### src/rtl/periph_bus_if.sv
// CPU data-bus view of the peripheral block: strobes, address and data in, read data and
// window-hit flag out.
interface periph_bus_if;
    logic        rd;
    logic        wr;
    logic [31:0] addr;
    logic [31:0] wdata;
    logic [31:0] rdata;
    logic        hit;

    modport master (output rd, output wr, output addr, output wdata, input rdata, input hit);
    modport slave  (input rd, input wr, input addr, input wdata, output rdata, output hit);
endinterface

### src/rtl/periph_bus.sv
// Memory-mapped peripherals: reloadable interrupt timer, LEDs, synchronised switches,
// 7-segment digit register and a free-running system tick, in a 32-byte window.
module periph_bus #(
    parameter logic [31:0] BASE_ADDR = 32'h4000_0000,
    parameter int unsigned SW_WIDTH  = 8
) (
    input  logic                clk,
    input  logic                reset,
    periph_bus_if.slave         bus,
    output logic                irqout,
    output logic [SW_WIDTH-1:0] led,
    output logic [11:0]         digi,
    input  logic [SW_WIDTH-1:0] switch
);

    logic [31:0]         th_q, th_d;
    logic [31:0]         tl_q, tl_d;
    logic [2:0]          tcon_q, tcon_d;
    logic [SW_WIDTH-1:0] led_q, led_d;
    logic [11:0]         digi_q, digi_d;
    logic [31:0]         systick_q;
    logic [SW_WIDTH-1:0] sw_meta_q, sw_sync_q;

    logic       we;
    logic [2:0] sel;
    logic       overflow;
    logic       unused_addr;

    assign bus.hit     = (bus.addr[31:5] == BASE_ADDR[31:5]);
    assign we          = bus.wr && bus.hit;
    assign sel         = bus.addr[4:2];
    assign unused_addr = ^bus.addr[1:0];
    assign overflow    = tcon_q[0] && (tl_q == 32'hFFFF_FFFF);

    always_comb begin
        th_d   = th_q;
        tl_d   = tl_q;
        tcon_d = tcon_q;
        led_d  = led_q;
        digi_d = digi_q;

        // Reload takes the pre-edge TH, so a TH write in the overflow cycle applies next time.
        if (tcon_q[0]) begin
            tl_d = overflow ? th_q : tl_q + 32'd1;
        end
        tcon_d[2] = tcon_q[2] | (overflow & tcon_q[1]);

        if (we) begin
            unique case (sel)
                3'd0: th_d = bus.wdata;
                3'd1: tl_d = bus.wdata;
                3'd2: begin
                    // An overflow on this edge still raises status, gated by the new irq enable.
                    tcon_d[1:0] = bus.wdata[1:0];
                    tcon_d[2]   = bus.wdata[2] | (overflow & bus.wdata[1]);
                end
                3'd3: led_d  = bus.wdata[SW_WIDTH-1:0];
                3'd5: digi_d = bus.wdata[11:0];
                default: ;
            endcase
        end
    end

    always_ff @(posedge clk) begin
        if (reset) begin
            th_q      <= '0;
            tl_q      <= '0;
            tcon_q    <= '0;
            led_q     <= '0;
            digi_q    <= '0;
            systick_q <= '0;
            sw_meta_q <= '0;
            sw_sync_q <= '0;
        end else begin
            th_q      <= th_d;
            tl_q      <= tl_d;
            tcon_q    <= tcon_d;
            led_q     <= led_d;
            digi_q    <= digi_d;
            systick_q <= systick_q + 32'd1;
            sw_meta_q <= switch;
            sw_sync_q <= sw_meta_q;
        end
    end

    always_comb begin
        bus.rdata = '0;
        if (bus.rd && bus.hit) begin
            unique case (sel)
                3'd0: bus.rdata = th_q;
                3'd1: bus.rdata = tl_q;
                3'd2: bus.rdata = {29'd0, tcon_q};
                3'd3: bus.rdata = 32'(led_q);
                3'd4: bus.rdata = 32'(sw_sync_q);
                3'd5: bus.rdata = {20'd0, digi_q};
                3'd6: bus.rdata = systick_q;
                default: bus.rdata = '0;
            endcase
        end
    end

    assign irqout = tcon_q[1] & tcon_q[2];
    assign led    = led_q;
    assign digi   = digi_q;

endmodule

### src/flat_wrapper.sv
// flat-port wrapper written by rule: the top's interface ports become plain ports
module periph_bus_flat 
#(
    parameter logic [31:0] BASE_ADDR = 32'h4000_0000,
    parameter int unsigned SW_WIDTH  = 8
)
  (clk, reset, irqout, led, digi, switch, bus_rd, bus_wr, bus_addr, bus_wdata, bus_rdata, bus_hit);
  periph_bus_if bus_i ();
  input  logic clk;
  input  logic reset;
  output logic irqout;
  output logic [SW_WIDTH-1:0] led;
  output logic [11:0] digi;
  input  logic [SW_WIDTH-1:0] switch;
  input wire logic [$bits(bus_i.rd)-1:0] bus_rd;
  input wire logic [$bits(bus_i.wr)-1:0] bus_wr;
  input wire logic [$bits(bus_i.addr)-1:0] bus_addr;
  input wire logic [$bits(bus_i.wdata)-1:0] bus_wdata;
  output wire logic [$bits(bus_i.rdata)-1:0] bus_rdata;
  output wire logic [$bits(bus_i.hit)-1:0] bus_hit;
  assign bus_i.rd = bus_rd;
  assign bus_i.wr = bus_wr;
  assign bus_i.addr = bus_addr;
  assign bus_i.wdata = bus_wdata;
  assign bus_rdata = bus_i.rdata;
  assign bus_hit = bus_i.hit;
  periph_bus #(.BASE_ADDR(BASE_ADDR), .SW_WIDTH(SW_WIDTH)) u_core (.clk(clk), .reset(reset), .bus(bus_i), .irqout(irqout), .led(led), .digi(digi), .switch(switch));
endmodule
### config.mk
export PLATFORM = sky130hd
export DESIGN_NAME = periph_bus_flat
export DESIGN_NICKNAME = d
export VERILOG_FILES = /design/src/rtl/periph_bus_if.sv /design/src/rtl/periph_bus.sv /design/src/flat_wrapper.sv
export SDC_FILE = /design/constraint.sdc
export NUM_CORES = 1
export LEC_CHECK = 0
export CAP_MARGIN = 40
export CORE_MARGIN = 4
export CORE_UTILIZATION = 57
export CTS_CLUSTER_SIZE = 14
export DETAILED_ROUTE_END_ITERATION = 8
export GPL_TIMING_DRIVEN = 0
export PLACE_DENSITY = 0.83
export SLEW_MARGIN = 40
export SYNTH_ARGS = -nofsm -noshare
export SYNTH_HDL_FRONTEND = slang
export SYNTH_SLANG_ARGS = --single-unit
### constraint.sdc
create_clock -name clk -period 3.65 [get_ports clk]
set_input_delay 0.5475 -clock clk [delete_from_list [all_inputs] [get_ports clk]]
set_output_delay 0.5475 -clock clk [all_outputs]
set_load 0.05 [all_outputs]
Word level (Yosys, flattened, before mapping)
Index checks and enable logic that the tools add are counted.
{ "op_classes": {"n_addsub": 2, "eq_ne": 8, "mux": 8, "bitwise_logic": 5, "n_reduce_logical": 8} }
{ "op_table": {"columns": ["op", "n"], "rows": [
  ["one-hot mux 32 bit (7 select lines)", 1],
  ["2-to-1 mux 32 bit", 5],
  ["adder 32 x 1 -> 32 bit (second input constant)", 2],
  ["equality test 32 bit (second input constant)", 1],
  ["equality test 27 x 26 -> 1 bit (second input constant)", 1],
  ["equality test 3 bit (second input constant)", 3],
  ["AND reduction 2 bit", 4],
  ["equality test 3 x 2 -> 1 bit (second input constant)", 2],
  ["2-to-1 mux 3 bit", 2],
  ["bitwise AND 1 bit", 3],
  ["equality test 3 x 1 -> 1 bit (second input constant)", 1],
  ["logical AND 1 bit", 3],
  ["zero test 3 bit", 1],
  ["bitwise OR 1 bit", 2]
]} }
{ "word_totals": {"ff_bits": 135, "input_bits": 76, "elab_cells": 40} }

Depth between registers and ports, before layout
{ "depth": {"word_depth": 6, "mapped_depth": 10, "depth_no_buf": 7} }

Least setup slack after synthesis
No wires, ideal clock.
{ "synth_path": {"kind": "input to output", "from": "input port bus_addr[6]", "to": "output port bus_rdata[6]", "arrival_ns": 3.515, "required_ns": 3.102, "path_slack_ns": -0.413, "stages": 6, "cell_sequence": "nor4_1 nand4_1 nor2_1 nand3_1 clkbuf_1 a211oi_1"} }
{ "synth_via": {"elab_chain_len": 3} }
{ "synth_lines": {"columns": ["item", "line_no", "source"], "rows": [
  ["start: declaration", "flat_wrapper.sv:17", "input wire logic [$bits(bus_i.addr)-1:0] bus_addr;"],
  ["equality test 27 x 26 -> 1 bit", "periph_bus.sv:29", "assign bus.hit = (bus.addr[31:5] == BASE_ADDR[31:5]);"],
  ["named net bus_hit", "flat_wrapper.sv:20", "output wire logic [$bits(bus_i.hit)-1:0] bus_hit;"],
  ["logical AND 1 bit", "periph_bus.sv:88", "if (bus.rd && bus.hit) begin"],
  ["2-to-1 mux 32 bit", "periph_bus.sv:88", null],
  ["end: declaration", "flat_wrapper.sv:19", "output wire logic [$bits(bus_i.rdata)-1:0] bus_rdata;"]
]} }
The timed path passes the listed nets, and every way through them passes these cells.

Worst setup path in the final report
{ "layout_path": {"from": "input port bus_addr[4]", "to": "output port bus_rdata[31]"} }
{ "layout_via": {"elab_chain_len": 3} }
{ "layout_lines": {"columns": ["item", "line_no", "source"], "rows": [
  ["equality test 3 bit (tied with other cells)", "periph_bus.sv:89", "unique case (sel)"],
  ["one-hot mux 32 bit (7 select lines) *", "periph_bus.sv:89", null],
  ["2-to-1 mux 32 bit *", "periph_bus.sv:88", null]
]} }
Every way passes the cells marked *; elsewhere a longest branch is shown, timed or not.

==> impl_metrics.ini <==
[setup_path]
crit_slowest_cell = nor2_2
crit_path_start = bus_addr[4]
cp_num_buf_inv = 3
end_kind = primary output
critical_path.reg2reg.startpoint = u_core.tl_q[0]$_SDFF_PP0_
cp-start-kind = input port
critical_path.cell_chain = clkdlybuf4s50_1 > nor2_2 > clkbuf_1 > a22oi_1 > nor2_1 > clkdlybuf4s15_2
worst-path-max-fanout = 10
worstPathRequired_ns = 3.10
cpPeakStageDelay_ns = 0.61
critPathTopFamily = buffers and inverters
worst_ep_arrival_time_ns = 2.98
path_class = input port to primary output

[route]
ant_nets = 0
wire_per_inst_um = 20.8
vias = 7586
via_per_inst = 6.30
drcViolationCount = 0
first_iter_violations = 941
wl_mm = 25.1
drtPass1Iterations = 5

[clock_tree]
insertion_delay_ns = 0.43
htree_num_levels = 4
cts_root_buffer = clkbuf_16
cts_max_path_buffers = 2
clock_sinks = 135
cts.clk_slew.worst_paths_ns = 0.06
cts_buffers = 17
cts_tree = done

[logic_synthesis]
synth_flop_cell = dfxtp_1
ys_warn_count = 0
ys_types = 72
syn_avg_cell_area_um2 = 8.25
synth-edff-count = 0
synthesis.instances = 876
ys_top_cells_by_area = dfxtp_1, nand2_1, nor2_1
postSynth.asyncResetShare_pct = 0
syn-num-nets = 954
syn_area_um2 = 7230
yosys.area.top_type = dfxtp_1
synth_top_area_share_pct = 37.4
ys_ff_latch = 135
seq_area_frac_synth_pct = 37.4

[floorplanning]
start_util_pct = 59.2
fp.dieH_um = 121
fp-row-count = 40
die_area_um2 = 14500
pin_count = 130
die_x_um = 121
core_area_um2 = 12200

[finish]
final_util_pct = 76.5
instances_no_fill = 1204
final_common_cell = dfxtp_1
area_delta_synth_final_pct = 29.1
final_layout_size_suffix_gt1_share_pct = 15.3
nets = 1102
layout_common_cells = dfxtp_1, nand2_1, nor2_1
antenna_cells = 0

[sta]
worstMarginPinSlew_ns = 0.726
fin_crit_ns = 3.53
final-setup-viol-count = 0
rsz0062_at_grt = false
hold_viol = 0
finalMaxSlewViolations = 0
max-slew-margin-rel_pct = 51.6
fin_crit_sh_pct = 96.7
finalWorstSetupSlack_ns = 0.120
clock_skew_ns = 0.00955
fmax_mhz = 283

[power_and_ir_drop]
ir_drop_uv = 367
power.leakage_nw = 3.40
power_mw = 3.50
power.density_nw_per_um2 = 375

[grt]
grt_pass1_vias = 7218
grt_max_degree = 17
gr-total-overflow = 0
grt_util_all_layers_pct = 34.1
antenna_found_initial = 0
grt_pass1_wl_mm = 38.8

[outcome]
status = complete, no violations

[placed_design]
dp_cells = 1171
hpwl_mm = 17.7
place_ws_ns = -0.778
gp_congestion = 0.980
portBuffers = 127

[run]
max-cap-violations = 0

[min_path]
worstHoldStart = u_core.sw_meta_q[5]$_SDFF_PP0_
hp-class = flip-flop to flip-flop
[power breakdown]
part | switching (mW) | leakage [nW] | total, mW | internal (mW)
registers | 0.0106 | 1.09 | 1.50 | 1.49
logic | 0.122 | 2.02 | 0.229 | 0.107
clock network | 0.695 | 0.292 | 1.77 | 1.08
total | 0.828 | 3.40 | 3.50 | 2.67
[logic make-up (layout without fill, tap and decap cells)]
group | count (synthesis) | in the layout | share of synthesized area [%]
AND/OR/NAND/NOR | 379 | 379 | 26.8
AO/OA/AOI/OAI | 190 | 190 | 17.3
flip-flops | 135 | 135 | 37.4
buffers and inverters | 69 | 229 | 4.19
multiplexers | 68 | 68 | 9.95
XOR/XNOR | 33 | 33 | 4.00
adder cells (fa/ha/maj) | 2 | 2 | 0.346
[worst paths after layout]
| check | to | slack (ns) | cells after the start |
|---|---|---|---|
| min reg2reg | u_core.sw_sync_q[5]$_SDFF_PP0_ | 0.43 | 1 |
| min | u_core.sw_sync_q[5]$_SDFF_PP0_ | 0.43 | 1 |
| max | bus_rdata[31] | 0.12 | 6 |
| max reg2reg | u_core.tl_q[1]$_SDFF_PP0_ | 1.10 | 8 |
[synthesized netlist by cell type (all sizes together), types with 14 or more instances]
| master | number |
|---|---|
| buf | 22 |
| nor4 | 14 |
| a211oi | 16 |
| and3 | 14 |
| nor2b | 22 |
| a22oi | 27 |
| a21oi | 71 |
| nand3 | 38 |
| nand4 | 17 |
| dfxtp | 135 |
| xor2 | 21 |
| mux2i | 37 |
| nor2 | 112 |
| mux2 | 31 |
| nand2 | 113 |
| clkbuf | 40 |
[routing by layer]
layer	part of all wire [%]	GRT usage, %
met1	38	42.9
met2	46	54.7
met3	12	8.98
met4	3.9	15.7
met5	0	0
[stage by stage]
stage          hold WS [ns]  area (um^2)  TNS [ns]
2_1_floorplan         0.414         7230     -1.23
3_3_place_gp          0.419         8710    -19.80
3_5_place_dp          0.422         8710    -20.21
4_1_cts               0.436         9360         0
5_1_grt               0.459         9340         0
6_report              0.434         9340         0
[repair_timing]
action,4_1_cts,5_1_grt
buffers inserted,0,2
resized for setup,100,17
endpoints found under the setup margin,32,30
pin swaps,0,2
hold buffers,0,0
[sequential cells by signal (all words and copies together) (netlist names)]
name              cells
u_core.systick_q     32
u_core.th_q          32
u_core.tl_q          32
u_core.digi          12
u_core.led            8
u_core.sw_meta_q      8
u_core.sw_sync_q      8
u_core.tcon_q         3
[area by class of cell]
class | instances | area [um^2]
sequential | 135 | 2700
tap | 168 | 210
inverter | 7 | 26.3
clock inverter | 14 | 175
timing repair buffer | 129 | 1260
clock buffer | 17 | 425
buffer | 62 | 292
multi-input combinational | 672 | 4240
fill | 922 | 2880
No activity file was read; power rests on OpenSTA's default activity.
